--- src/rtl/cpu_pkg.sv ---
// cpu_pkg: shared FSM states, status codes and default halt word for the run controller
package cpu_pkg;
  typedef enum logic [1:0] {IDLE, LOAD, RUN, DONE} state_e;
  typedef enum logic [1:0] {ST_HALT, ST_TIMEOUT, ST_PC_RANGE, ST_ABORT} status_e;
  localparam logic [31:0] HALT_WORD_DEF = 32'hFFFF_FFFF;
endpackage

--- src/rtl/cpu_run_ctrl_if.sv ---
// cpu_run_ctrl_if: program-load stream handshake between source and controller
interface cpu_run_ctrl_if #(parameter int unsigned WORD_W = 32) ();
  logic              ld_valid;
  logic              ld_ready;
  logic              ld_last;
  logic [WORD_W-1:0] ld_data;
  modport master (output ld_valid, ld_data, ld_last, input ld_ready);
  modport slave  (input ld_valid, ld_data, ld_last, output ld_ready);
endinterface

--- src/rtl/cpu_ram_image.sv ---
// cpu_ram_image: flat program image register array with sync clear and indexed write
module cpu_ram_image #(
  parameter int unsigned RAM_SIZE = 8,
  parameter int unsigned WORD_W   = 32,
  parameter int unsigned IDX_W    = 3
) (
  input  logic                       clk,
  input  logic                       reset,
  input  logic                       clr_i,
  input  logic                       we_i,
  input  logic [IDX_W-1:0]           idx_i,
  input  logic [WORD_W-1:0]          wdata_i,
  output logic [RAM_SIZE*WORD_W-1:0] ram_o
);
  logic [RAM_SIZE-1:0][WORD_W-1:0] mem_q;
  assign ram_o = mem_q;
  // Clear wins over write; word 0 sits in the least significant slice
  always_ff @(posedge clk)
    if (reset || clr_i) mem_q <= '0;
    else if (we_i) mem_q[idx_i] <= wdata_i;
endmodule

--- src/rtl/cpu_run_ctrl.sv ---
// cpu_run_ctrl: loads a program image, runs the core and reports halt/timeout/pc-range/abort
module cpu_run_ctrl
  import cpu_pkg::*;
#(
  parameter int unsigned       RAM_SIZE  = 8,
  parameter int unsigned       WORD_W    = 32,
  parameter int unsigned       PC_W      = 8,
  parameter int unsigned       CNT_W     = 16,
  parameter logic [WORD_W-1:0] HALT_WORD = WORD_W'(HALT_WORD_DEF)
) (
  input  logic                       clk,
  input  logic                       reset,
  input  logic                       start,
  input  logic                       abort,
  input  logic [CNT_W-1:0]           max_cycles,
  cpu_run_ctrl_if.slave              ld,
  output logic [RAM_SIZE*WORD_W-1:0] ram,
  output logic                       core_reset,
  input  logic [PC_W-1:0]            core_pc,
  input  logic [WORD_W-1:0]          core_ir,
  output logic                       busy,
  output logic                       done,
  output logic [1:0]                 status,
  output logic [CNT_W-1:0]           cycles
);
  localparam int unsigned IDX_W = RAM_SIZE > 1 ? $clog2(RAM_SIZE) : 1;
  localparam logic [IDX_W-1:0] LAST_IDX = IDX_W'(RAM_SIZE - 1);
  state_e            state_q;
  status_e           status_q, stop_st;
  logic [IDX_W-1:0]  idx_q;
  logic [CNT_W-1:0]  cycles_q, max_q;
  logic              ld_ready_q, core_reset_q, busy_q, done_q;
  logic              idle, active, beat, halt, pc_hi, tmo, stop, clr;
  assign ld.ld_ready = ld_ready_q;
  assign core_reset  = core_reset_q;
  assign busy        = busy_q;
  assign done        = done_q;
  assign status      = status_q;
  assign cycles      = cycles_q;
  // Termination checks; the first RUN cycle is the core's first clock, so cycles==0 masks halt/pc
  always_comb begin
    idle    = state_q == IDLE || state_q == DONE;
    active  = state_q == LOAD || state_q == RUN;
    beat    = state_q == LOAD && ld.ld_valid && ld_ready_q;
    halt    = cycles_q != '0 && core_ir == HALT_WORD;
    pc_hi   = cycles_q != '0 && 32'(core_pc) >= RAM_SIZE;
    tmo     = max_q != '0 && cycles_q == max_q;
    stop    = active && (abort || (state_q == RUN && (halt || pc_hi || tmo)));
    stop_st = abort ? ST_ABORT : halt ? ST_HALT : pc_hi ? ST_PC_RANGE : ST_TIMEOUT;
    clr     = idle && start;
  end
  cpu_ram_image #(.RAM_SIZE(RAM_SIZE), .WORD_W(WORD_W), .IDX_W(IDX_W)) u_img (
    .clk     (clk),
    .reset   (reset),
    .clr_i   (clr),
    .we_i    (beat && !abort),
    .idx_i   (idx_q),
    .wdata_i (ld.ld_data),
    .ram_o   (ram)
  );
  // Run FSM with registered handshake, core reset and status outputs
  always_ff @(posedge clk)
    if (reset) begin
      state_q      <= IDLE;
      status_q     <= ST_HALT;
      idx_q        <= '0;
      cycles_q     <= '0;
      max_q        <= '0;
      ld_ready_q   <= 1'b0;
      core_reset_q <= 1'b1;
      busy_q       <= 1'b0;
      done_q       <= 1'b0;
    end else if (clr) begin
      state_q    <= LOAD;
      idx_q      <= '0;
      cycles_q   <= '0;
      max_q      <= max_cycles;
      ld_ready_q <= 1'b1;
      busy_q     <= 1'b1;
      done_q     <= 1'b0;
    end else if (stop) begin
      state_q      <= DONE;
      status_q     <= stop_st;
      ld_ready_q   <= 1'b0;
      core_reset_q <= 1'b1;
      busy_q       <= 1'b0;
      done_q       <= 1'b1;
    end else if (beat) begin
      idx_q <= idx_q + 1'b1;
      if (ld.ld_last || idx_q == LAST_IDX) begin
        state_q      <= RUN;
        ld_ready_q   <= 1'b0;
        core_reset_q <= 1'b0;
      end
    end else if (state_q == RUN)
      cycles_q <= &cycles_q ? cycles_q : cycles_q + 1'b1;
endmodule

--- src/flat_wrapper.sv ---
// flat-port wrapper written by rule: the top's interface ports become plain ports
module cpu_run_ctrl_flat import cpu_pkg::*;
#(
  parameter int unsigned       RAM_SIZE  = 8,
  parameter int unsigned       WORD_W    = 32,
  parameter int unsigned       PC_W      = 8,
  parameter int unsigned       CNT_W     = 16,
  parameter logic [WORD_W-1:0] HALT_WORD = WORD_W'(HALT_WORD_DEF)
)
  (clk, reset, start, abort, max_cycles, ram, core_reset, core_pc, core_ir, busy, done, status, cycles, ld_ld_valid, ld_ld_data, ld_ld_last, ld_ld_ready);
  cpu_run_ctrl_if #(.WORD_W(WORD_W)) ld_i ();
  input  logic clk;
  input  logic reset;
  input  logic start;
  input  logic abort;
  input  logic [CNT_W-1:0] max_cycles;
  output logic [RAM_SIZE*WORD_W-1:0] ram;
  output logic core_reset;
  input  logic [PC_W-1:0] core_pc;
  input  logic [WORD_W-1:0] core_ir;
  output logic busy;
  output logic done;
  output logic [1:0] status;
  output logic [CNT_W-1:0] cycles;
  input wire logic [$bits(ld_i.ld_valid)-1:0] ld_ld_valid;
  input wire logic [$bits(ld_i.ld_data)-1:0] ld_ld_data;
  input wire logic [$bits(ld_i.ld_last)-1:0] ld_ld_last;
  output wire logic [$bits(ld_i.ld_ready)-1:0] ld_ld_ready;
  assign ld_i.ld_valid = ld_ld_valid;
  assign ld_i.ld_data = ld_ld_data;
  assign ld_i.ld_last = ld_ld_last;
  assign ld_ld_ready = ld_i.ld_ready;
  cpu_run_ctrl #(.RAM_SIZE(RAM_SIZE), .WORD_W(WORD_W), .PC_W(PC_W), .CNT_W(CNT_W), .HALT_WORD(HALT_WORD)) u_core (.clk(clk), .reset(reset), .start(start), .abort(abort), .max_cycles(max_cycles), .ld(ld_i), .ram(ram), .core_reset(core_reset), .core_pc(core_pc), .core_ir(core_ir), .busy(busy), .done(done), .status(status), .cycles(cycles));
endmodule
--- config.mk ---
export PLATFORM = sky130hd
export DESIGN_NAME = cpu_run_ctrl_flat
export DESIGN_NICKNAME = d
export VERILOG_FILES = /design/src/rtl/cpu_pkg.sv /design/src/rtl/cpu_run_ctrl_if.sv /design/src/rtl/cpu_ram_image.sv /design/src/rtl/cpu_run_ctrl.sv /design/src/flat_wrapper.sv
export SDC_FILE = /design/constraint.sdc
export NUM_CORES = 1
export LEC_CHECK = 0
export ABC_AREA = 1
export CAP_MARGIN = 20
export CORE_ASPECT_RATIO = 2
export CORE_MARGIN = 1.5
export CORE_UTILIZATION = 46
export DETAILED_ROUTE_END_ITERATION = 8
export MAX_ROUTING_LAYER = met4
export PLACE_DENSITY = 0.8
export SYNTH_ARGS = -nofsm -noshare
export SYNTH_HDL_FRONTEND = slang
export SYNTH_SLANG_ARGS = --single-unit
--- constraint.sdc ---
create_clock -name clk -period 2.3 [get_ports clk]
set_input_delay 0.46 -clock clk [delete_from_list [all_inputs] [get_ports clk]]
set_output_delay 0.46 -clock clk [all_outputs]
set_load 0.01 [all_outputs]
# [Yosys cells after proc, flatten, opt, wreduce, memory -nomap -nowiden]
# Cells that the tools add are included.
[totals] latch_bits=0 mem_bits_rw=0 in_bits=94 rom_bits=0 ff_bits=299 n_memories=0
[classes] n_bitwise=4 n_mux=17 n_shift=0 n_reduce_logical=34 add_sub_neg=2 n_eq_ne=6 n_lt_le_gt_ge=3 multipliers=0 div=0
[op_table] cell="256-bit bitwise mux" count=1
[op_table] cell="32-bit demux with 3-bit select" count=1
[op_table] cell="32-bit equality test, second input constant" count=1
[op_table] cell="32-bit 2-to-1 mux" count=1
[op_table] cell="16-bit nonzero test" count=2
[op_table] cell="16-bit by 1-bit adder with 16-bit output, second input constant" count=1
[op_table] cell="16-bit equality test" count=1
[op_table] cell="16-bit AND reduction" count=1
[op_table] cell="2-bit 2-to-1 mux" count=6
[op_table] cell="1-bit logical AND" count=10
[op_table] cell="8-bit by 4-bit greater-or-equal comparator with 1-bit output, second input constant" count=1
[op_table] cell="1-bit 2-to-1 mux" count=8
[op_table] cell="2-bit AND reduction" count=4
[op_table] cell="1-bit logical OR" count=7
[op_table] cell="2-bit nonzero test" count=3
[op_table] cell="3-bit nonzero test" count=2
[op_table] cell="2-bit equality test, second input constant" count=2
[op_table] cell="3-bit by 4-bit less-than comparator with 1-bit output, second input constant" count=1
[op_table] cell="1-bit inverter" count=4
[op_table] cell="4-bit AND reduction" count=1
[op_table] cell="3-bit by 1-bit adder with 3-bit output, second input constant" count=1
[op_table] cell="3-bit equality test, second input constant" count=1
[op_table] cell="3-bit by 1-bit greater-or-equal comparator with 1-bit output, second input constant" count=1
[op_table] cell="3-bit AND reduction" count=1
[op_table] cell="other kinds (4)" count=4

# [Logic depth before layout (Yosys ltp)]
[depth] word_depth=9 depth_mapped=17

# [Hierarchy]
# From an unflattened synthesis, not the netlist that was laid out.
[unflattened] hier_cells=1832 area_unflattened_um2=12653.4
[by_module_without_submodules] mod="cpu_ram_image" area_each_um2=10133.5 instances=1 cells_per_inst=1437
[by_module_without_submodules] mod="cpu_run_ctrl" area_each_um2=2519.9 instances=1 cells_per_inst=395

# [Worst setup path before layout]
# OpenSTA, ideal clock, no wires.
[synth_timing] path_kind="flip-flop to flip-flop" start="reg u_core.cycles_q[0] (netlist: u_core.cycles[0])" end="reg u_core.cycles_q[13] (netlist: u_core.cycles[13])" path_buffers=1 t_arrival_ns=1.762 period_less_slack_ns=1.833 setup_ns=0.071 setup_slack_ns=0.467 path_stages_with_launch=17 path_cell_list="dfxtp_1 -> inv_1 -> ha_1 -> nand3_1 -> nor2_1 -> nand2_2 -> nand3_2 -> nand2_1 -> clkinv_1 -> nand2_1 -> nand2_1 -> nand2_2 -> nand2_4 -> nand2_4 -> buf_8 -> nand2_1 -> a21oi_2"
[synth_between] elab_chain_len=9 elab_cells_between_ends=15 classes_between="1 x add/sub; 1 x eq/ne; 2 x bitwise; 11 x reduce/logical"
[synth_rtl] item="from (decl)" line="cpu_run_ctrl.sv:31" rtl="logic [CNT_W-1:0] cycles_q, max_q;"
[synth_rtl] item="from (signal assigned)" line="cpu_run_ctrl.sv:96" rtl="cycles_q <= &cycles_q ? cycles_q : cycles_q + 1'b1;"
[synth_rtl] item="16-bit nonzero test" line="cpu_run_ctrl.sv:45, cpu_run_ctrl.sv:46"
[synth_rtl] item="1-bit logical AND (on tied branches)" line="cpu_run_ctrl.sv:45, cpu_run_ctrl.sv:46"
[synth_rtl] item="1-bit logical OR (2 in a row)" line="cpu_run_ctrl.sv:48" rtl="stop = active && (abort || (state_q == RUN && (halt || pc_hi || tmo)));"
[synth_rtl] item="1-bit logical AND" line="cpu_run_ctrl.sv:48"
[synth_rtl] item="1-bit logical OR" line="cpu_run_ctrl.sv:48"
[synth_rtl] item="1-bit logical AND" line="cpu_run_ctrl.sv:48"
[synth_rtl] item="1-bit inverter (no source line)"
[synth_rtl] item="4-bit AND reduction (no source line)"
# Parallel ways exist; a longest one is shown, timed or not.
# A chain may end at the register's enable or synchronous reset.

# [Worst setup path in the final report]
[layout_timing] start="reg u_core.cycles_q[15] (netlist: u_core.cycles[15])" end="out cycles[15]"
[layout_lines] item="to (decl)" line="flat_wrapper.sv:24" rtl="output logic [CNT_W-1:0] cycles;"
# No word-level cell between the ends.

==> impl_metrics.env <==
export IMPL_die_w_um=115
export IMPL_antenna_diode_count=0
export IMPL_cp_top_family="buffers and inverters"
export IMPL_status="finished, final reports clean"
export IMPL_critical_path_required_ns=1.84
export IMPL_synth_ff_latch_count=299
export IMPL_post_route_drc_count=0
export IMPL_worstSetupStartpointType="flip-flop"
export IMPL_cts_htree_levels=1
export IMPL_synth_top_flop_cell="dfxtp_1"
export IMPL_cts_buffer_depth=3
export IMPL_cts_tree="yes"
export IMPL_nNetsFinal=1954
export IMPL_syn_mean_instance_area_sq_um=7.63
export IMPL_worst_path_max_fanout=6
export IMPL_count_of_flip_flops_with_a_built_in_enable_after_synthesis=0
export IMPL_area_delta_synth_final_pct=44.2
export IMPL_grt_antenna_before_repair=0
export IMPL_hp_class="reg -> reg"
export IMPL_critical_path_slowest_cell="clkdlybuf4s50_1"
export IMPL_worst_path_largest_cell_delay_ns=0.61
export IMPL_arrival_ns=1.66
export IMPL_seq_area_frac_synth_pct=52.1
export IMPL_finalWorstPathRequiredPeriod_ns=2.12
export IMPL_power_per_cell_area_nw_per_um2=649
export IMPL_placedInstanceArea_sq_um=15700
export IMPL_crit_chain="clkdlybuf4s50_1"
export IMPL_min_period_over_period_pct=92.2
export IMPL_global_route_usage_total_pct=28.9
export IMPL_power_leakage_nw=6.12
export IMPL_worstSetupPathType="reg -> out"
export IMPL_cts_repair_timing_setup_buffer_count=0
export IMPL_die_area_sq_um=26000
export IMPL_num_fill_cells=2037
export IMPL_dr_pass1_iters=4
export IMPL_wire_per_inst_um=17.0
export IMPL_number_of_cts_inserted_buffers=26
export IMPL_synth_nets=1606
export IMPL_final_cell_mix="368 x clkdlybuf4s50_1, 299 x dfxtp_1, 273 x o21ai_0"
export IMPL_postCtsHoldBufs=0
export IMPL_synthesized_netlist_cell_count=1506
export IMPL_clk_pin_slew_worst_paths_ns=0.07
export IMPL_reg2reg_depth=14
export IMPL_clkSinkCount=299
export IMPL_max_freq_ghz=0.471
export IMPL_fraction_of_layout_cells_with_a_size_suffix_above_1_pct=6.89
export IMPL_route_antenna_remaining_nets=0
export IMPL_std_cell_rows=81
export IMPL_pin_count_of_the_biggest_net_entering_global_routing=115
export IMPL_netlist_cell_type_count=30
export IMPL_yosys_warnings=0
export IMPL_unrepaired_setup_endpoints_after_global_routing="false"
export IMPL_numPlacedInstances=2158
export IMPL_max_slew_worst_pin_slew_ns=0.598
export IMPL_final_setup_viol_count=0
export IMPL_floorplan_die_height_um=227
export IMPL_worst_path_stages=1
export IMPL_gp_congestion=0.995
export IMPL_maxSlewHeadroom_pct=60.0
export IMPL_number_of_instances_on_the_worst_hold_path=2
export IMPL_vdd_ir_drop_worst_mv=0.618
export IMPL_grt_pass1_vias=10641
export IMPL_port_buffers=368
export IMPL_dp_hpwl_um=27700
export IMPL_io_pin_count=372
export IMPL_clock_skew_ns=0.0122
export IMPL_route_vias_total=11212
export IMPL_mostFrequentLayoutCell="clkdlybuf4s50_1"
export IMPL_synth_async_sr_flop_share_pct=0
export IMPL_cts_root_buffer_cell="clkbuf_16"
export IMPL_max_cap_violations=0
export IMPL_drv_slew=0
export IMPL_via_per_inst=5.08
export IMPL_post_cts_resized_instances=0
export IMPL_clock_latency_reported_for_the_late_side_of_the_worst_skew_pair_ns=0.53
export IMPL_path_buf_inv=1
export IMPL_netlist_area_sq_um=11500
export IMPL_initial_core_util_pct=46.9
export IMPL_core_region_area_sq_um=24500
export IMPL_timing_hold_violations_final=0
export IMPL_grt_remaining_overflow=0
export IMPL_fin_cells=2205
export IMPL_drt_iter0_drc=844
export IMPL_worstSetupEndpointType="output pin"
export IMPL_grt_first_pass_wirelength_um=56900
export IMPL_wirelength_um=37500
export IMPL_post_route_cell_area_sq_um=16600
export IMPL_layout_core_utilization_pct=67.6
[cells by family (layout without fill, tap and decap cells)]
logic type                 count (synthesis)  after routing  share of synthesized area [%]
xor gates and xnor gates                  22             22                           1.68
AOI/OAI and AO/OA                        468            468                           20.7
buffers and inverters                    293            660                           9.93
and+or+nand+nor                          418            418                           15.0
adders and majority gates                  6              6                          0.653
DFF                                      299            299                           52.1
[worst paths after layout]
check / slack, ns / endpoint / startpoint
max: 0.18 / cycles[15] / u_core.cycles[15]
min: 0.44 / u_core.u_img.ram_o[67] / u_core.u_img.ram_o[67]
max reg2reg: 0.21 / u_core.cycles[3] / u_core.cycles[1]
min reg2reg: 0.44 / u_core.u_img.ram_o[67] / u_core.u_img.ram_o[67]
[stage by stage]
stage          TNS (ns)  hold WS (ns)  setup WS [ns]  total power, mW
2_1_floorplan         0         0.457          0.467             5.95
3_3_place_gp     -0.426         0.429        -0.0396             6.41
3_5_place_dp     -0.786         0.433        -0.0663             6.43
4_1_cts               0         0.443          0.150             10.8
5_1_grt               0         0.456         0.0354             11.2
6_report              0         0.441          0.178             10.8
[state kept, by name, summed over array words and instances (netlist names)]
signal / count
u_core.busy: 1
u_core.status: 2
u_core.cycles: 16
u_core.max_q: 16
u_core.u_img.ram_o: 256
u_core.state_q: 2
u_core.ld.ld_ready: 1
u_core.done: 1
u_core.core_reset: 1
u_core.idx_q: 3
[final cells by class]
type,instances,area [sq um],area share (%)
well taps,332,415,2.51
inverters,203,764,4.61
flip-flops and latches,299,5990,36.1
multi-input cells,914,4430,26.7
repair buffers,410,4110,24.8
clock inverters,14,138,0.830
clock buffers,33,728,4.39
[cells in the mapped netlist, types with 4 or more instances]
| library cell | n | area share (%) |
|---|---|---|
| a21oi_1 | 180 | 7.8 |
| o21ai_1 | 4 | 0.17 |
| nand2_2 | 10 | 0.54 |
| inv_1 | 195 | 6.4 |
| ha_1 | 6 | 0.65 |
| nand4_1 | 5 | 0.27 |
| dfxtp_1 | 299 | 52 |
| a21oi_2 | 10 | 0.76 |
| nor2_1 | 259 | 8.5 |
| xor2_1 | 21 | 1.6 |
| buf_2 | 10 | 0.44 |
| inv_2 | 6 | 0.20 |
| clkbuf_1 | 76 | 2.5 |
| nor3_1 | 8 | 0.35 |
| nand3_1 | 33 | 1.4 |
| o21ai_0 | 273 | 12 |
| nand2_1 | 92 | 3.0 |
[power breakdown]
part	leakage, nW	total, mW	switching, mW	internal [mW]
Clock	0.431	4.42	1.94	2.48
Combinational	3.27	1.03	0.617	0.418
Sequential	2.41	5.30	0.0536	5.25
[per-layer routing]
layer	share of wire (%)	vias up	GRT usage, %
met1	34	5110	28.3
met3	6.3	142	4.65
met2	52	453	52.3
met4	7.4	0	18.2
met5	0	-	-
li1	-	5507	-
Note: power is estimated with default switching activity, not from simulation.
